**src/rtl/match_tracker.sv**
```systemverilog
// Best-of-N match controller: counts round results and detects match end with a winner code.
// Optional macro MATCH_EARLY_STOP_EN ends the match once the outcome is mathematically decided.
module match_tracker #(
  parameter int CNT_W      = 4,
  parameter int MAX_ROUNDS = 9,
  parameter int WIN_TARGET = 5
) (
  input  logic             clk,
  input  logic             rst_n,
  input  logic             new_match,
  input  logic             round_valid,
  input  logic [1:0]       round_result,
  output logic             round_ready,
  output logic [CNT_W-1:0] round,
  output logic [CNT_W-1:0] win,
  output logic [CNT_W-1:0] lose,
  output logic [CNT_W-1:0] tie,
  output logic             fin,
  output logic             fin_pulse,
  output logic [1:0]       printwinner,
  output logic             err_pulse
);

  if ((MAX_ROUNDS < 1) || (MAX_ROUNDS > (2 ** CNT_W) - 1)) begin : g_bad_max_rounds
    $error("match_tracker: MAX_ROUNDS out of range for CNT_W");
  end
  if ((WIN_TARGET < 1) || (WIN_TARGET > MAX_ROUNDS)) begin : g_bad_win_target
    $error("match_tracker: WIN_TARGET out of range");
  end

  typedef enum logic [1:0] {
    IDLE = 2'b00,
    PLAY = 2'b01,
    DONE = 2'b10
  } state_t;

  localparam logic [CNT_W:0]   max_rounds_c = (CNT_W + 1)'(MAX_ROUNDS);
  localparam logic [CNT_W:0]   win_target_c = (CNT_W + 1)'(WIN_TARGET);
  localparam logic [CNT_W-1:0] one_c        = CNT_W'(1);

  state_t           state_r, state_s;
  logic [CNT_W-1:0] round_r, win_r, lose_r, tie_r;
  logic [CNT_W-1:0] round_s, win_s, lose_s, tie_s;
  logic             fin_r, fin_s, fin_pulse_r, fin_pulse_s;
  logic             err_pulse_r, err_pulse_s, round_ready_r;
  logic [1:0]       printwinner_r, printwinner_s;

  // Zero-extended post-update counts so every comparison runs at CNT_W+1 bits.
  logic [CNT_W:0] round_x_s, win_x_s, lose_x_s, rem_s;
  logic           done_s;
  logic [1:0]     code_s;

  // Finish detection on post-update counts; earlier rules take precedence.
  always_comb begin
    round_x_s = {1'b0, round_s};
    win_x_s   = {1'b0, win_s};
    lose_x_s  = {1'b0, lose_s};
    rem_s     = max_rounds_c - round_x_s;
    done_s    = 1'b0;
    code_s    = 2'b00;
    if (win_x_s == win_target_c) begin
      done_s = 1'b1;
      code_s = 2'b01;
    end else if (lose_x_s == win_target_c) begin
      done_s = 1'b1;
      code_s = 2'b10;
    end else if (round_x_s == max_rounds_c) begin
      done_s = 1'b1;
      if (win_x_s > lose_x_s) begin
        code_s = 2'b01;
      end else if (lose_x_s > win_x_s) begin
        code_s = 2'b10;
      end else begin
        code_s = 2'b11;
      end
`ifdef MATCH_EARLY_STOP_EN
    end else if (win_x_s > lose_x_s + rem_s) begin
      done_s = 1'b1;
      code_s = 2'b01;
    end else if (lose_x_s > win_x_s + rem_s) begin
      done_s = 1'b1;
      code_s = 2'b10;
`endif
    end else begin
      done_s = 1'b0;
      code_s = 2'b00;
    end
  end

  // Next-state and next-output logic; new_match overrides any round in the same cycle.
  always_comb begin
    state_s       = state_r;
    round_s       = round_r;
    win_s         = win_r;
    lose_s        = lose_r;
    tie_s         = tie_r;
    fin_s         = fin_r;
    printwinner_s = printwinner_r;
    fin_pulse_s   = 1'b0;
    err_pulse_s   = 1'b0;
    case (state_r)
      PLAY: begin
        if (round_valid) begin
          case (round_result)
            2'b00: begin
              round_s = round_r + one_c;
              tie_s   = tie_r + one_c;
            end
            2'b01: begin
              round_s = round_r + one_c;
              win_s   = win_r + one_c;
            end
            2'b10: begin
              round_s = round_r + one_c;
              lose_s  = lose_r + one_c;
            end
            default: err_pulse_s = 1'b1;
          endcase
          // An illegal result leaves counts unchanged, so it can never newly satisfy a rule.
          if (done_s && !err_pulse_s) begin
            state_s       = DONE;
            fin_s         = 1'b1;
            fin_pulse_s   = 1'b1;
            printwinner_s = code_s;
          end else begin
            state_s = PLAY;
          end
        end else begin
          state_s = PLAY;
        end
      end
      IDLE:    state_s = IDLE;
      DONE:    state_s = DONE;
      default: state_s = IDLE;
    endcase
    if (new_match) begin
      state_s       = PLAY;
      round_s       = {CNT_W{1'b0}};
      win_s         = {CNT_W{1'b0}};
      lose_s        = {CNT_W{1'b0}};
      tie_s         = {CNT_W{1'b0}};
      fin_s         = 1'b0;
      printwinner_s = 2'b00;
      fin_pulse_s   = 1'b0;
      err_pulse_s   = 1'b0;
    end else begin
      state_s = state_s;
    end
  end

  // State and output registers with synchronous active-low reset.
  always_ff @(posedge clk) begin
    if (!rst_n) begin
      state_r       <= IDLE;
      round_r       <= {CNT_W{1'b0}};
      win_r         <= {CNT_W{1'b0}};
      lose_r        <= {CNT_W{1'b0}};
      tie_r         <= {CNT_W{1'b0}};
      fin_r         <= 1'b0;
      fin_pulse_r   <= 1'b0;
      err_pulse_r   <= 1'b0;
      round_ready_r <= 1'b0;
      printwinner_r <= 2'b00;
    end else begin
      state_r       <= state_s;
      round_r       <= round_s;
      win_r         <= win_s;
      lose_r        <= lose_s;
      tie_r         <= tie_s;
      fin_r         <= fin_s;
      fin_pulse_r   <= fin_pulse_s;
      err_pulse_r   <= err_pulse_s;
      round_ready_r <= (state_s == PLAY);
      printwinner_r <= printwinner_s;
    end
  end

  assign round_ready = round_ready_r;
  assign round       = round_r;
  assign win         = win_r;
  assign lose        = lose_r;
  assign tie         = tie_r;
  assign fin         = fin_r;
  assign fin_pulse   = fin_pulse_r;
  assign printwinner = printwinner_r;
  assign err_pulse   = err_pulse_r;

endmodule

```
**config.mk**
```make
export PLATFORM = sky130hd
export DESIGN_NAME = match_tracker
export DESIGN_NICKNAME = d
export VERILOG_FILES = /design/src/rtl/match_tracker.sv
export SDC_FILE = /design/constraint.sdc
export NUM_CORES = 1
export LEC_CHECK = 0
export ABC_AREA = 1
export CAP_MARGIN = 30
export CORE_UTILIZATION = 45
export CTS_CLUSTER_DIAMETER = 100
export CTS_CLUSTER_SIZE = 24
export DETAILED_ROUTE_END_ITERATION = 7
export PLACE_DENSITY = 0.79
export SYNTH_ARGS = -nofsm -noshare
export SYNTH_HDL_FRONTEND = slang
export SYNTH_SLANG_ARGS = --single-unit
```
**constraint.sdc**
```tcl
create_clock -name clk -period 2.3 [get_ports clk]
set_input_delay 0.345 -clock clk [delete_from_list [all_inputs] [get_ports clk]]
set_output_delay 0.345 -clock clk [all_outputs]
set_load 0.005 [all_outputs]
```
# Word level (Yosys, flattened, before mapping)
# Index checks and enable logic that the tools add are counted.
[totals]
reg_bits = 24
in_bits = 6
wordCells = 63
[classes]
n_addsub = 4
n_lt_le_gt_ge = 2
n_eq_ne = 8
n_mux = 28
bitwise_logic = 3
n_reduce_logical = 8
[ops]
columns = ["op", "count"]
rows = [
  ["4-bit 2-to-1 mux", 12],
  ["4-bit by 1-bit adder with 4-bit output (second input constant)", 4],
  ["2-bit 2-to-1 mux", 7],
  ["4-bit by 3-bit equality test with 1-bit output (second input constant)", 2],
  ["4-bit greater-than comparator", 2],
  ["1-bit 2-to-1 mux", 8],
  ["2-bit by 1-bit equality test with 1-bit output (second input constant)", 3],
  ["3-bit AND reduction", 2],
  ["2-bit equality test (second input constant)", 2],
  ["4-bit equality test (second input constant)", 1],
  ["2-bit case mux with 2 select lines", 1],
  ["4-bit OR reduction", 1],
  ["1-bit NOT", 3],
  ["3-bit OR reduction", 1],
  ["2-bit zero test", 1],
  ["2-bit OR reduction", 1],
  ["1-bit logical AND", 1],
  ["1-bit zero test", 1],
]

# Depth between registers and ports, before layout
[depth]
depth_word = 16
ltp_mapped = 18
depth_no_buf = 18

# Worst setup path after synthesis
# OpenSTA, ideal clock, no wires.
[synth_path]
path_type = "register to register"
startpoint = "reg state_r[1]"
endpoint = "reg printwinner_r[0], in the netlist printwinner[0]"
setup_ps = 71
arrival_ps = 1961
slack_ps = 268
path_stages_with_launch = 19
path_buffers = 0
period_less_slack_ps = 2032
cell_sequence = "dfxtp_1 > inv_1 > ha_1 > nand2_2 > nor2_2 > nand3_1 > nand2_1 > nor2_1 > inv_1 > ha_1 > inv_1 > nor2_1 > nor2_1 > nor2_1 > a211oi_1 > nand2_1 > nand3_1 > nand2_1 > a21oi_1"
[synth_between]
elab_chain_cells = 9
[synth_lines]
columns = ["item", "line", "text"]
rows = [
  ["from (decl)", "41", "state_t state_r, state_s;"],
  ["from (signal assigned)", "165", "state_r <= state_s;"],
  ["2-bit by 1-bit equality test with 1-bit output *", "101", "case (state_r)"],
  ["4-bit 2-to-1 mux", "101", ""],
  ["4-bit 2-to-1 mux", "136", "if (new_match) begin"],
  ["4-bit greater-than comparator / 4-bit equality test (equally long branches)", "71, 67", ""],
  ["1-bit 2-to-1 mux, on equally long branches", "71, 67", ""],
  ["2-bit 2-to-1 mux / 1-bit 2-to-1 mux (equally long branches)", "69, 64", ""],
  ["2-bit 2-to-1 mux / 1-bit 2-to-1 mux (equally long branches)", "67, 61", ""],
  ["2-bit 2-to-1 mux / 1-bit logical AND (equally long branches)", "64, 120", ""],
  ["2-bit 2-to-1 mux / 3-bit AND reduction (equally long branches)", "n/a", ""],
  ["to (signal assigned)", "174", "printwinner_r <= printwinner_s;"],
  ["to (decl)", "46", "logic [1:0] printwinner_r, printwinner_s;"],
]
# Every way passes the cells marked *; elsewhere a longest branch is shown, timed or not.
# A chain may end at the register's enable or synchronous reset.

# Final worst setup path
# Same ends and word-level chain as after synthesis.

==> metrics.md <==
| Metric | Value |
|---|---|
| Total leakage power | `0.859 nW` |
| Fraction of the yosys area taken by sequential cells | `35.8%` |
| Placeable Area | `about 2800 sq um` |
| Hold Path Stages | `2` |
| Hold crit path type | `flop to flop` |
| Cell type with the highest aggregate area in the netlist | `dfxtp_1` |
| Worst slew slack as a fraction of its limit | `63.2%` |
| Post-synthesis net count | `about 210` |
| Top post-synthesis cells by area | `dfxtp_1, nand2_1, ha_1, inv_1, nor2_1` |
| Time the final worst path needs with I/O delays and setup | `about 2200 ps` |
| Fraction of layout cells with a size suffix above 1 | `between 20% and 30%` |
| Netlist area before placement | `1340 sq um` |
| Hold violation count in the final report | `0` |
| Final Max Slew Viols | `0` |
| Number of distinct library cells after synthesis | `25` |
| Path depth of the worst reg2reg path | `19` |
| Overall routing resource usage | `between 10% and 20%` |
| H-Tree Level Count | `1` |
| Most frequent cell after synthesis | `nand2_1` |
| Number of filler cells placed in the layout | `240` |
| CP arrival | `~2400 ps` |
| Cell at the root of the clock tree | `clkbuf_4` |
| Sinks on Clock Net | `24` |
| Routability congestion estimate | `0.906` |
| Number of antenna repair diodes | `0` |
| Area after DPL | `around 1800 sq um` |
| List of most frequent post-synthesis cells | `nand2_1, inv_1, nor2_1, dfxtp_1, nand3_1` |
| Worst setup slack before clock tree synthesis | `-235 ps` |
| Largest net degree at the start of global routing | `15` |
| Number of CTS-inserted buffers | `3` |
| Share of the synthesized area in the top cell type | `35.8%` |
| Final net count | `260` |
| Global-route wire length before repair | `just under 5000 um` |
| Transition time of the tightest slew-check pin | `approximately 550 ps` |
| Number of buffers between clock root and the deepest sink | `2` |
| Share of synthesized registers carrying an async set or reset | `0%` |
| Total via count in the routed design | `between 1000 and 1500` |
| Vertical die dimension | `56.6 um` |
| Critical Setup Path Class | `flop to flop` |
| Antenna violations before repair | `0` |
| Final period util | `between 90% and 100%` |
| Final setup skew | `approximately 8.8 ps` |
| Yosys reg bits | `24` |
| Buffers on Ports | `27` |
| Clock tree from TritonCTS | `built` |
| Largest delay share family, worst path | `simple AND/OR/NAND/NOR gates` |
| Count of flip-flops with a built-in enable after synthesis | `0` |
| Most frequent cell on the critical path | `nor2_1` |
| Path length in cells of the critical path | `19` |
| Count of synthesis-stage warnings from yosys | `0` |
| Most instantiated flip-flop cell in the synthesis netlist | `dfxtp_1` |
| Area overhead of the layout relative to synthesis | `42.6%` |
| Detailed placement HPWL | `roughly 2300 um` |
| Max frequency | `~0.46 GHz` |
| RSZ-0062 raised after global routing | `yes` |
| Ratio of total power to cell area | `432 nW/um^2` |
| Post-route worst setup slack | `about 130 ps` |
| Die outline width | `56.6 um` |
| Grt ovf | `0` |
| Count of nets left with antenna violations after detail routing | `0` |
| Area of all placed cells without fillers | `between 1500 and 2000 sq um` |
| FP Rows | `19` |
| Worst-skew pair later-pin latency | `320 ps` |
| Slowest cell on crit path | `dfxtp_2` |
| Setup Viol. Count Final | `0` |
| DRC marker count from the first detailed-route iteration | `28` |
| Starting Density | `48.3%` |
| Drt pass-1 iters | `4` |
| Detailed-route DRC error count | `0` |
| Final wirelength | `between 3000 and 4000 um` |
| Number of max-cap violations | `0` |
| Clock-pin transition on the worst setup and hold timing paths | `between 100 and 150 ps` |
| Largest incremental delay on the critical path | `approximately 360 ps` |
| I/O pin cnt | `28` |
| Avg Vias per Cell | `between 4 and 5` |
| Number of cells produced by synthesis | `192` |
| Worst-path cell chain | `inv_2 -> ha_4 -> nand2_4 -> buf_4 -> nor2_2 -> nand3_1 -> nand2_1 -> nor2_1 -> inv_1 -> ha_1 -> inv_2 -> nor2_1 -> nor2_1 -> nor2_1 -> a211oi_2 -> nand2_1 -> nand3_1 -> nand2_1 -> a21oi_2` |
| Critical path fanouts, max | `4` |
| Run status | `finished clean` |
| Critical path startpoint category | `flop` |
| Via count of the first global-routing pass | `about 1200` |
| Maximum ir drop on the vdd rail | `approximately 0.45 mV` |
| Total buffers and inverters traversed by the critical path | `4` |
| Req. time, crit path | `around 2600 ps` |
| Area enclosed by the die boundary | `between 3000 and 4000 sq um` |
| Crit path capture type | `flop` |
| Mean Syn Cell Area | `7.00 sq um` |
| Final cell utilization of the core | `between 60% and 70%` |
| Routed WL per cell | `11.4 um` |
==> state kept, by name, indices dropped and copies added (netlist names), 2 cells and up <==
| register | count |
|---|---|
| win | 4 |
| lose | 4 |
| state_r | 2 |
| round | 4 |
| printwinner | 2 |
| tie | 4 |
==> report_power, final <==
group          leakage (nW)  switching (mW)  internal, mW  total [mW]
Clock                0.0279           0.132         0.176       0.309
Sequential            0.195         0.00346         0.420       0.424
Combinational         0.637          0.0503        0.0438      0.0942
Total                 0.859           0.186         0.641       0.827
==> cells by family after synthesis <==
group | count (synthesis) | share of synthesized area (%)
compound gates | 15 | 6.52
fa+ha+maj | 10 | 9.31
buf+inv | 33 | 10.2
flops | 24 | 35.8
simple gates | 110 | 38.2
==> area by class of cell <==
cell class	instances	area, sq um	share of cell area, %
repair buffers	48	433	22.6
clock inverters	1	30.0	1.57
clock buffers	3	22.5	1.18
well taps	31	38.8	2.02
multi-input cells	135	774	40.4
inverters	32	134	6.99
flip-flops and latches	24	483	25.2
==> worst reg2reg max path: cells and delay by family (launching register included) <==
family	cells	cell delay (ps)
adders and majority gates	2	450
DFF	1	360
AOI/OAI and AO/OA	2	230
and+or+nand+nor	11	790
buffers and inverters	4	290
==> final timing paths <==
check | start | end | slack (ps)
max reg2reg | state_r[1]$_SDFF_PN0_ | printwinner[0]$_SDFFE_PP0P_ | 130
min | fin$_SDFFE_PP0P_ | fin$_SDFFE_PP0P_ | 460
min reg2reg | fin$_SDFFE_PP0P_ | fin$_SDFFE_PP0P_ | 460
max | state_r[1]$_SDFF_PN0_ | printwinner[0]$_SDFFE_PP0P_ | 130
==> cells in the final DEF (no fill, tap or decap), drive strengths merged <==
master and n:
nand2 44, nor2 34, inv 31, clkdlybuf4s50 25, dfxtp 24, nand3 23
buf 21, ha 10, a21oi 10, clkbuf 3, nand4 2, nor3b 2
nor3 2, dlymetal6s2s 2, bufinv 2, o21bai 1, o21ai 1, a31oi 1
nand3b 1, or2 1, a211oi 1, o21a 1, and2 1
==> layer usage <==
layer	track usage (%)	share of wire (%)	vias to the layer above
met3	2.07	2.3	5
met1	23.9	49	597
met2	33.4	47	17
met4	8.36	1.6	0
li1	-	-	708
met5	0	0	-
==> through the flow <==
stage | total power [mW] | cells | hold WS (ps) | TNS (ps)
finish | 0.827 | 274 | 463 | 0
global route | 0.861 | 274 | 489 | -68.0
CTS | 0.834 | 273 | 466 | 0
detailed placement | 0.518 | 269 | 443 | -659
global placement | 0.517 | 269 | 438 | -576
floorplan | 0.475 | 192 | 447 | 0
==> what timing repair did <==
action	in CTS	in global routing
setup buffers	0	1
hold endpoints to repair	0	0
gates resized for setup	0	16
endpoints found under the setup margin	0	3
hold buffers	0	0
Note: power is estimated with default switching activity, not from simulation.
